### src/rtl/float_conv_pkg.sv
// Shared definitions for the float <-> decimal converters: FSM states,
// IEEE 754 single-precision field layout and exponent constants.
package float_conv_pkg;

  localparam int unsigned FLOAT_W     = 32;
  localparam int unsigned EXP_W       = 8;
  localparam int unsigned MAN_W       = 23;
  localparam int unsigned SIGN_POS    = 31;
  localparam int unsigned EXP_MSB     = 30;
  localparam int unsigned EXP_LSB     = 23;
  localparam int unsigned MAN_MSB     = 22;
  localparam int unsigned EXP_BIAS    = 127;
  localparam int unsigned EXP_SPECIAL = 255;

  // Largest biased exponent whose integer part still fits in 32 bits (e = 31).
  localparam int unsigned EXP_INT_MAX = EXP_BIAS + 31;
  // Below this biased exponent (e < -32) nothing survives above 2^-32.
  localparam int unsigned EXP_TINY    = EXP_BIAS - 32;
  // Right-shift base that places {1,mantissa} into a 32.32 window.
  localparam int unsigned FIX_RSH_BASE = EXP_BIAS + 95;

  localparam int unsigned WORD_W  = 32;
  localparam int unsigned DIGIT_W = 4;
  localparam int unsigned CNT_W   = 4;

  typedef enum logic [2:0] {
    IDLE,
    UNPACK,
    SHIFT,
    DIGIT,
    DONE
  } conv_state_e;

  typedef struct packed {
    logic                 sign;
    logic [EXP_W-1:0]     exp;
    logic [MAN_W-1:0]     man;
  } ieee754_sp_t;

endpackage

### src/rtl/decimal_digit_step.sv
// One decimal-digit extraction step: multiplies a 0.32 binary fraction by ten,
// splitting the product into the next digit and the remaining fraction.
module decimal_digit_step
  import float_conv_pkg::*;
(
  input  logic [WORD_W-1:0]  i_frac,
  output logic [DIGIT_W-1:0] o_digit_c,
  output logic [WORD_W-1:0]  o_frac_c
);

  localparam int unsigned PROD_W = WORD_W + DIGIT_W;

  logic [PROD_W-1:0] w_prod;

  assign w_prod    = PROD_W'(i_frac) * PROD_W'(10);
  assign o_digit_c = w_prod[PROD_W-1:WORD_W];
  assign o_frac_c  = w_prod[WORD_W-1:0];

endmodule

### src/rtl/float_decimal_converter.sv
// Sequential IEEE 754 single -> sign / integer magnitude / truncated decimal
// fraction converter; emits one fraction digit per cycle behind valid/ready.
module float_decimal_converter
  import float_conv_pkg::*;
#(
  parameter int unsigned FRAC_DIGITS = 4
) (
  input  logic              clk,
  input  logic              rst_n,
  input  logic              in_valid,
  output logic              in_ready,
  input  logic [31:0]       float_in,
  output logic              out_valid,
  input  logic              out_ready,
  output logic              sign_out,
  output logic [31:0]       int_out,
  output logic [31:0]       frac_out,
  output logic              overflow,
  output logic              invalid
);

  localparam int unsigned WIDE_W = 128;
  localparam int unsigned FIX_W  = 64;
  localparam int unsigned SH_W   = 7;

  conv_state_e r_state;
  conv_state_e w_state_next;

  ieee754_sp_t        r_float;
  logic [WORD_W-1:0]  r_int;
  logic [WORD_W-1:0]  r_frac;
  logic [WORD_W-1:0]  r_acc;
  logic [CNT_W-1:0]   r_cnt;

  logic               r_in_ready;
  logic               r_out_valid;
  logic               r_sign;
  logic [WORD_W-1:0]  r_int_out;
  logic [WORD_W-1:0]  r_frac_out;
  logic               r_ovf;
  logic               r_inv;

  logic               w_accept;
  logic               w_handshake;
  logic               w_last_digit;
  logic               w_is_zero;
  logic               w_is_nan;
  logic               w_is_ovf;
  logic               w_special;
  logic               w_is_tiny;
  logic [WIDE_W-1:0]  w_wide;
  logic [SH_W-1:0]    w_rsh;
  logic [FIX_W-1:0]   w_fixed;
  logic [DIGIT_W-1:0] w_digit;
  logic [WORD_W-1:0]  w_frac_next;
  logic [WORD_W-1:0]  w_acc_next;

  logic               w_load_special;
  logic               w_load_fixed;
  logic               w_digit_en;
  logic               w_load_result;

  // Special-case classification of the captured operand
  assign w_is_zero = (r_float.exp == '0);
  assign w_is_nan  = (r_float.exp == EXP_W'(EXP_SPECIAL));
  assign w_is_ovf  = (r_float.exp > EXP_W'(EXP_INT_MAX)) && !w_is_nan;
  assign w_special = w_is_zero || w_is_nan || w_is_ovf;

  // {1,mantissa} at the top of a wide word, shifted down into a 32.32 window
  assign w_is_tiny = (r_float.exp < EXP_W'(EXP_TINY));
  assign w_wide    = {1'b1, r_float.man, (WIDE_W - MAN_W - 1)'(0)};
  assign w_rsh     = SH_W'(EXP_W'(FIX_RSH_BASE) - r_float.exp);
  assign w_fixed   = w_is_tiny ? '0 : FIX_W'(w_wide >> w_rsh);

  decimal_digit_step u_digit_step (
    .i_frac    (r_frac),
    .o_digit_c (w_digit),
    .o_frac_c  (w_frac_next)
  );

  assign w_acc_next   = (r_acc * WORD_W'(10)) + WORD_W'(w_digit);
  assign w_accept     = in_valid && r_in_ready;
  assign w_handshake  = r_out_valid && out_ready;
  assign w_last_digit = (r_cnt == CNT_W'(FRAC_DIGITS - 1));

  always_ff @(posedge clk or negedge rst_n) begin
    if (!rst_n) r_state <= IDLE;
    else        r_state <= w_state_next;
  end

  always_comb begin
    w_state_next   = r_state;
    w_load_special = 1'b0;
    w_load_fixed   = 1'b0;
    w_digit_en     = 1'b0;
    w_load_result  = 1'b0;
    case (r_state)
      IDLE:   if (w_accept) w_state_next = UNPACK;
      UNPACK: begin
        w_load_special = w_special;
        w_state_next   = w_special ? DONE : SHIFT;
      end
      SHIFT: begin
        w_load_fixed = 1'b1;
        w_state_next = DIGIT;
      end
      DIGIT: begin
        w_digit_en = 1'b1;
        if (w_last_digit) begin
          w_load_result = 1'b1;
          w_state_next  = DONE;
        end
      end
      DONE:    if (w_handshake) w_state_next = IDLE;
      default: w_state_next = IDLE;
    endcase
  end

  // Datapath and registered outputs; results change only on entry to DONE
  always_ff @(posedge clk or negedge rst_n) begin
    if (!rst_n) begin
      r_float     <= '0;
      r_int       <= '0;
      r_frac      <= '0;
      r_acc       <= '0;
      r_cnt       <= '0;
      r_in_ready  <= 1'b0;
      r_out_valid <= 1'b0;
      r_sign      <= 1'b0;
      r_int_out   <= '0;
      r_frac_out  <= '0;
      r_ovf       <= 1'b0;
      r_inv       <= 1'b0;
    end else begin
      r_in_ready  <= (w_state_next == IDLE);
      r_out_valid <= (r_state == DONE) && !w_handshake;
      if (w_accept) r_float <= ieee754_sp_t'(float_in);
      if (w_load_special) begin
        r_sign     <= r_float.sign;
        r_int_out  <= (w_is_nan || w_is_ovf) ? '1 : '0;
        r_frac_out <= '0;
        r_ovf      <= w_is_ovf;
        r_inv      <= w_is_nan;
      end
      if (w_load_fixed) begin
        r_int  <= w_fixed[FIX_W-1:WORD_W];
        r_frac <= w_fixed[WORD_W-1:0];
        r_acc  <= '0;
        r_cnt  <= '0;
      end
      if (w_digit_en) begin
        r_frac <= w_frac_next;
        r_acc  <= w_acc_next;
        r_cnt  <= r_cnt + CNT_W'(1);
      end
      if (w_load_result) begin
        r_sign     <= r_float.sign;
        r_int_out  <= r_int;
        r_frac_out <= w_acc_next;
        r_ovf      <= 1'b0;
        r_inv      <= 1'b0;
      end
    end
  end

  assign in_ready  = r_in_ready;
  assign out_valid = r_out_valid;
  assign sign_out  = r_sign;
  assign int_out   = r_int_out;
  assign frac_out  = r_frac_out;
  assign overflow  = r_ovf;
  assign invalid   = r_inv;

endmodule

### config.mk
export PLATFORM = sky130hd
export DESIGN_NAME = float_decimal_converter
export DESIGN_NICKNAME = d
export VERILOG_FILES = /design/src/rtl/float_conv_pkg.sv /design/src/rtl/decimal_digit_step.sv /design/src/rtl/float_decimal_converter.sv
export SDC_FILE = /design/constraint.sdc
export NUM_CORES = 1
export LEC_CHECK = 0
export BUFFER_PORTS_ARGS = -buffer_cell sky130_fd_sc_hd__buf_2
export CORE_ASPECT_RATIO = 0.8
export CORE_MARGIN = 2
export CORE_UTILIZATION = 66
export CTS_BUF_LIST = sky130_fd_sc_hd__clkbuf_4 sky130_fd_sc_hd__clkbuf_8
export CTS_CLUSTER_SIZE = 30
export DETAILED_ROUTE_END_ITERATION = 7
export PLACE_DENSITY = 0.86
export SLEW_MARGIN = 20
export SYNTH_ARGS = -nofsm -noshare
export SYNTH_HDL_FRONTEND = slang
export SYNTH_SLANG_ARGS = --single-unit
### constraint.sdc
create_clock -name clk -period 14.6 [get_ports clk]
set_clock_uncertainty 0.2 [all_clocks]
set_input_delay 2.19 -clock clk [delete_from_list [all_inputs] [get_ports clk]]
set_output_delay 2.19 -clock clk [all_outputs]
set_load 0.05 [all_outputs]
; After elaboration in Yosys (flattened, before gate mapping)
; Cells that the tools add are included.
[word_totals]
reg_bits = 204
in_bits = 36
out_inout_bits = 69
word_cells = 71
[classes]
addsub = 3
n_mul = 2
magnitude_cmp = 2
eq_ne = 6
shifts = 1
mux = 28
n_reduce_logical = 14
[ops]
columns = op, count
row1 = 32-bit 2-to-1 mux, 9
row2 = 128-bit by 7-bit right shift with 64-bit output, 1
row3 = 64-bit 2-to-1 mux, 1
row4 = 32-bit by 3-bit multiplier with 35-bit output (second input constant), 1
row5 = 32-bit by 4-bit adder with 32-bit output, 1
row6 = 32-bit by 3-bit multiplier with 31-bit output (second input constant), 1
row7 = 3-bit one-hot mux with 5 select lines, 1
row8 = 3-bit 2-to-1 mux, 4
row9 = 1-bit 2-to-1 mux, 11
row10 = 8-bit == test (second input constant), 1
row11 = 8-bit greater-than comparator (second input constant), 1
row12 = 8-bit zero test, 1
row13 = 8-bit by 7-bit < comparator with 1-bit output (second input constant), 1
row14 = 4-bit 2-to-1 mux, 2
row15 = 7-bit subtractor (first input constant), 1
row16 = 3-bit by 2-bit == test with 1-bit output (second input constant), 2
row17 = 3-bit zero test, 2
row18 = 4-bit by 1-bit adder with 4-bit output (second input constant), 1
row19 = 4-bit by 2-bit == test with 1-bit output (second input constant), 1
row20 = 1-bit logical AND, 4
row21 = 2-bit nonzero test, 2
row22 = 3-bit by 1-bit == test with 1-bit output (second input constant), 1
row23 = 3-bit == test (second input constant), 1
row24 = 1-bit logical OR, 3
row25 = 1-bit zero test, 2

; Logic depth before layout (Yosys ltp)
[logic_depth]
ltp_word = 7
mapped_depth = 22
mapped_depth_nobuf = 22

; Cells and area by module
; From an unflattened synthesis, not the netlist that was laid out.
[unflattened]
hier_cells = 1682
hier_area_um2 = 15123.3
[by_module_without_submodules]
columns = module, instances, cells_per_inst, area_per_inst_um2
row1 = float_decimal_converter, 1, 1399, 12939.9
row2 = decimal_digit_step, 1, 283, 2183.3

; Least setup slack after synthesis
; OpenSTA, ideal clock, no wires.
[synth_timing]
kind = register -> register
from = register r_frac[15]
to = register r_frac_out[31], in the netlist frac_out[31]
arrival_ps = 4941
t_required_ps = 14277
setup_slack_ps = 9337
path_stages_with_launch = 22
path_cell_list = dfrtp_1 > ha_1 > ha_1 > and3_1 > and2_1 > a221o_1 > a2111oi_1 > o21bai_1 > a221oi_1 > o21ai_0 > o21ai_0 > nor2b_1 > xnor2_1 > ha_1 > fa_1 > a21oi_1 > nor4_1 > nand2_1 > nor4_1 > nor3_1 > a31oi_1 > nand2_1
[synth_between]
elab_chain_cells = 3
[synth_rtl]
columns = item, line
row1 = "start, declared", float_decimal_converter.sv:31  ; logic [WORD_W-1:0] r_frac;
row2 = "start signal, assigned", float_decimal_converter.sv:147  ; r_frac <= w_fixed[WORD_W-1:0];
row3 = "start signal, assigned", float_decimal_converter.sv:152  ; r_frac <= w_frac_next;
row4 = 32-bit by 3-bit multiplier with 35-bit output, decimal_digit_step.sv:15  ; assign w_prod = PROD_W'(i_frac) * PROD_W'(10);
row5 = 32-bit by 4-bit adder with 32-bit output, float_decimal_converter.sv:81  ; assign w_acc_next = (r_acc * WORD_W'(10)) + WORD_W'(w_digit);
row6 = 32-bit 2-to-1 mux, float_decimal_converter.sv:156  ; if (w_load_result) begin
row7 = "end signal, assigned", float_decimal_converter.sv:159  ; r_frac_out <= w_acc_next;
row8 = "end, declared", float_decimal_converter.sv:39  ; logic [WORD_W-1:0] r_frac_out;
; Every way passes these cells.
; A chain may end at the register's enable or synchronous reset.

; Worst setup path in the final report
; Ends and elaborated chain as after synthesis.

==> flow_metrics.py <==
metrics = {
    "outcome": {
        "status": "finished clean",
    },
    "critical_path": {
        "cp.required_ps": 14820,
        "path_buf_inv": 1,
        "worst-setup-path-type": "reg2reg",
        "critPathSlowestCell": "a2111oi_1",
        "end_kind": "flip-flop",
        "reg2reg_from": "r_frac[15]",
        "r2r_slack_ps": 8770,
        "cp_common_cell": "ha_1",
        "r2r-end": "frac_out[31]",
        "worst_r2r_path_depth": 22,
        "crit_family": "compound AO/OA/AOI/OAI gates",
        "worstPathArrival_ps": 6050,
        "critical_path.max_stage_delay_ps": 490,
        "worstPathCellList": "ha_1 -> ha_1 -> and3_1 -> and2_1 -> a221o_1 -> a2111oi_1 -> o21bai_1 -> a221oi_1 -> o21ai_0 -> o21ai_0 -> nor2b_1 -> xnor2_1 -> ha_1 -> fa_1 -> a21oi_1 -> nor4_1 -> buf_4 -> nand2_1 -> nor4_1 -> nor3_1 -> a31oi_1 -> nand2_1",
        "start_kind": "flip-flop",
        "critPathMaxFanout": 6,
        "crit_path_start": "r_frac[15]",
    },
    "timing": {
        "worstMarginPinSlew_ps": 1040,
        "finalCriticalPeriod_ps": 5830,
        "max_freq_ghz": 0.172,
        "fin_tns_setup_ps": 0,
        "finalCritPeriodShare": 0.399,
        "drv_slew": 0,
        "maxSlewHeadroom": 0.301,
        "timing.hold.ws_ps": 283,
        "hold_viol_final": 0,
        "rsz0062_at_grt": "false",
        "finalSetupViolations": 0,
    },
    "floorplanning": {
        "rows": 48,
        "coreArea_um2": 21500,
        "pin_count": 105,
        "die_x_um": 169,
        "fp.dieArea_um2": 23000,
        "die_h_um": 136,
        "initial_core_util": 0.668,
    },
    "synthesis": {
        "synth_edf_count": 0,
        "synth_area_leaders": "dfrtp_1 (35%), ha_1 (11%), nand2_1 (5.9%)",
        "yosysSeqAreaShare": 0.353,
        "yosysUniqueCellTypes": 85,
        "synth_area_um2": 14400,
        "postSynthCellCount": 1621,
        "yosysTopAreaCellShare": 0.353,
        "synth.most_common_cell": "nand2_1",
        "yosys_warnings": 0,
        "synth.avg_cell_area_um2": 8.87,
        "ys.flop_type": "dfrtp_1",
        "synthArstFlopShare": 1.00,
        "synth_fp_nets": 1784,
        "ys_top_cells_by_count": "nand2_1 (227), dfrtp_1 (203), o21ai_0 (154)",
        "synth_largest_area_cell": "dfrtp_1",
        "ys_ff_latch": 203,
    },
    "power_and_ir_drop": {
        "ir_worst_vdd_mv": 0.172,
        "leakage_nw": 7.59,
        "powerDensity_nw_per_um2": 257,
    },
    "worst_hold_path": {
        "min_path_type": "reg2reg",
        "holdPathEnd": "frac_out[28]",
        "holdCritStartpoint": "frac_out[28]",
        "hold_depth": 2,
    },
    "cells_and_area": {
        "drive_above_1_share": 0.157,
        "area_growth_pct": 10.0,
        "n_antenna_cell": 0,
        "nets": 1860,
        "instances_no_fill": 1993,
        "fillers": 1598,
        "final_core_util": 0.736,
    },
    "cts": {
        "clock_sinks": 203,
        "clk_latency_ps": 540,
        "postCtsResizedCells": 0,
        "cts_tree": "built",
        "cts_buffer_depth": 3,
        "numCtsBuffers": 34,
        "clkSlewWorstSetupHoldPaths_ps": 60,
        "ctsHoldBuffers": 0,
        "cts_root_buffer": "clkbuf_8",
        "post-cts-setup-buffer-count": 0,
        "htree_num_levels": 2,
    },
    "detailed_routing": {
        "drt_drc_violations_left": 0,
        "wl_per_cell_um": 21.2,
        "postRouteAntennaNets": 0,
        "finalWirelength_um": 42300,
        "viasPerCell": 6.68,
        "drt-initial-drc-count": 1668,
        "firstDrtPassIters": 6,
        "vias": 13307,
    },
    "place": {
        "place_congestion": 1.03,
        "place_inst": 1935,
        "hpwl_um": 31300,
        "io_buffers": 104,
    },
    "global_routing": {
        "antenna_found_initial": 1,
        "grt.overflow.total": 0,
        "gr-usage-all-layers": 0.367,
        "grt_pass1_vias": 12200,
        "grt_pass1_wl_um": 66500,
        "grt_max_degree": 129,
    },
    "run": {
        "drv_cap": 0,
    },
}
cells in the final DEF (no fill, tap or decap), drive strengths merged, types with 13 or more instances in the layout:
cell type / netlist / routed
a22oi: 13 / 13
and2: 13 / 13
inv: 26 / 26
mux2i: 17 / 17
mux4: 17 / 17
o21ai: 158 / 158
a22o: 19 / 19
nor2b: 14 / 14
nand3: 112 / 112
clkbuf: 69 / 51
and3: 16 / 16
o21a: 13 / 13
buf: 19 / 127
nand2b: 17 / 17
xor2: 37 / 37
mux2: 36 / 36
a211oi: 13 / 13
a31oi: 16 / 16
nor3: 36 / 36
dfrtp: 203 / 203
xnor2: 38 / 38
a21o: 25 / 25
nand2: 227 / 227
ha: 124 / 124
a21oi: 99 / 99
nor2: 96 / 96
kinds of logic (layout without fill, tap and decap cells):
kind of cell,count (synthesis),in the layout,synth area share
AO/OA/AOI/OAI,455,455,0.203
buffers and inverters,114,211,0.0312
adder cells (fa/ha/maj),127,127,0.112
multiplexers,70,70,0.0667
XOR/XNOR,75,75,0.0457
flip-flops,203,203,0.353
AND/OR/NAND/NOR,577,577,0.188
layer usage:
metal | wire length [um] | global-route usage | part of all wire
met1 | 19100 | 0.557 | 0.45
met2 | 17100 | 0.510 | 0.41
met3 | 5020 | 0.113 | 0.12
met4 | 1030 | 0.0916 | 0.024
met5 | 0 | 0 | 0
final cells by class:
class	instances	area, um2	share of cell area
sequential	203	5080	0.321
multi-input combinational	1304	8890	0.562
inverter	26	97.6	0.00617
timing repair buffer	128	722	0.0457
clock buffer	50	638	0.0404
clock inverter	7	42.5	0.00269
tap	275	344	0.0218
tightest hold or removal path, delay by kind of cell (launching register included):
family | cells | cell delay (ps)
compound gates | 1 | 60
simple gates | 1 | 50
flops | 1 | 340
flip-flops by register name, summed over array words and instances, names as in the netlist:
| name | count |
|---|---|
| overflow | 1 |
| r_int | 32 |
| r_state | 3 |
| r_frac | 32 |
| r_acc | 31 |
| in_ready | 1 |
| out_valid | 1 |
| int_out | 32 |
| sign_out | 1 |
| invalid | 1 |
| frac_out | 32 |
| r_cnt | 4 |
| r_float | 32 |
through the flow:
stage	setup WS, ps	instance area [um2]	total power [mW]
2_1_floorplan	9340	14400	2.69
3_3_place_gp	9050	15100	3.38
3_5_place_dp	8850	15100	3.44
4_1_cts	8810	15800	3.97
5_1_grt	8270	15800	4.30
6_report	8770	15800	4.06
power breakdown:
part	total, mW	internal [mW]	switching (mW)
combinational	2.58	0.839	1.74
clock	0.521	0.280	0.241
sequential	0.966	0.762	0.204
total	4.06	1.88	2.18
worst max-delay path by stage:
stage,to,slack (ps),cells past startpoint
global route,frac_out[31],8270,22
CTS,frac_out[31],8810,22
global placement,frac_out[31],9050,22
finish,frac_out[31],8770,22
floorplan,frac_out[31],9340,21
detailed placement,frac_out[31],8850,22
Note: power is estimated with default switching activity, not from simulation.
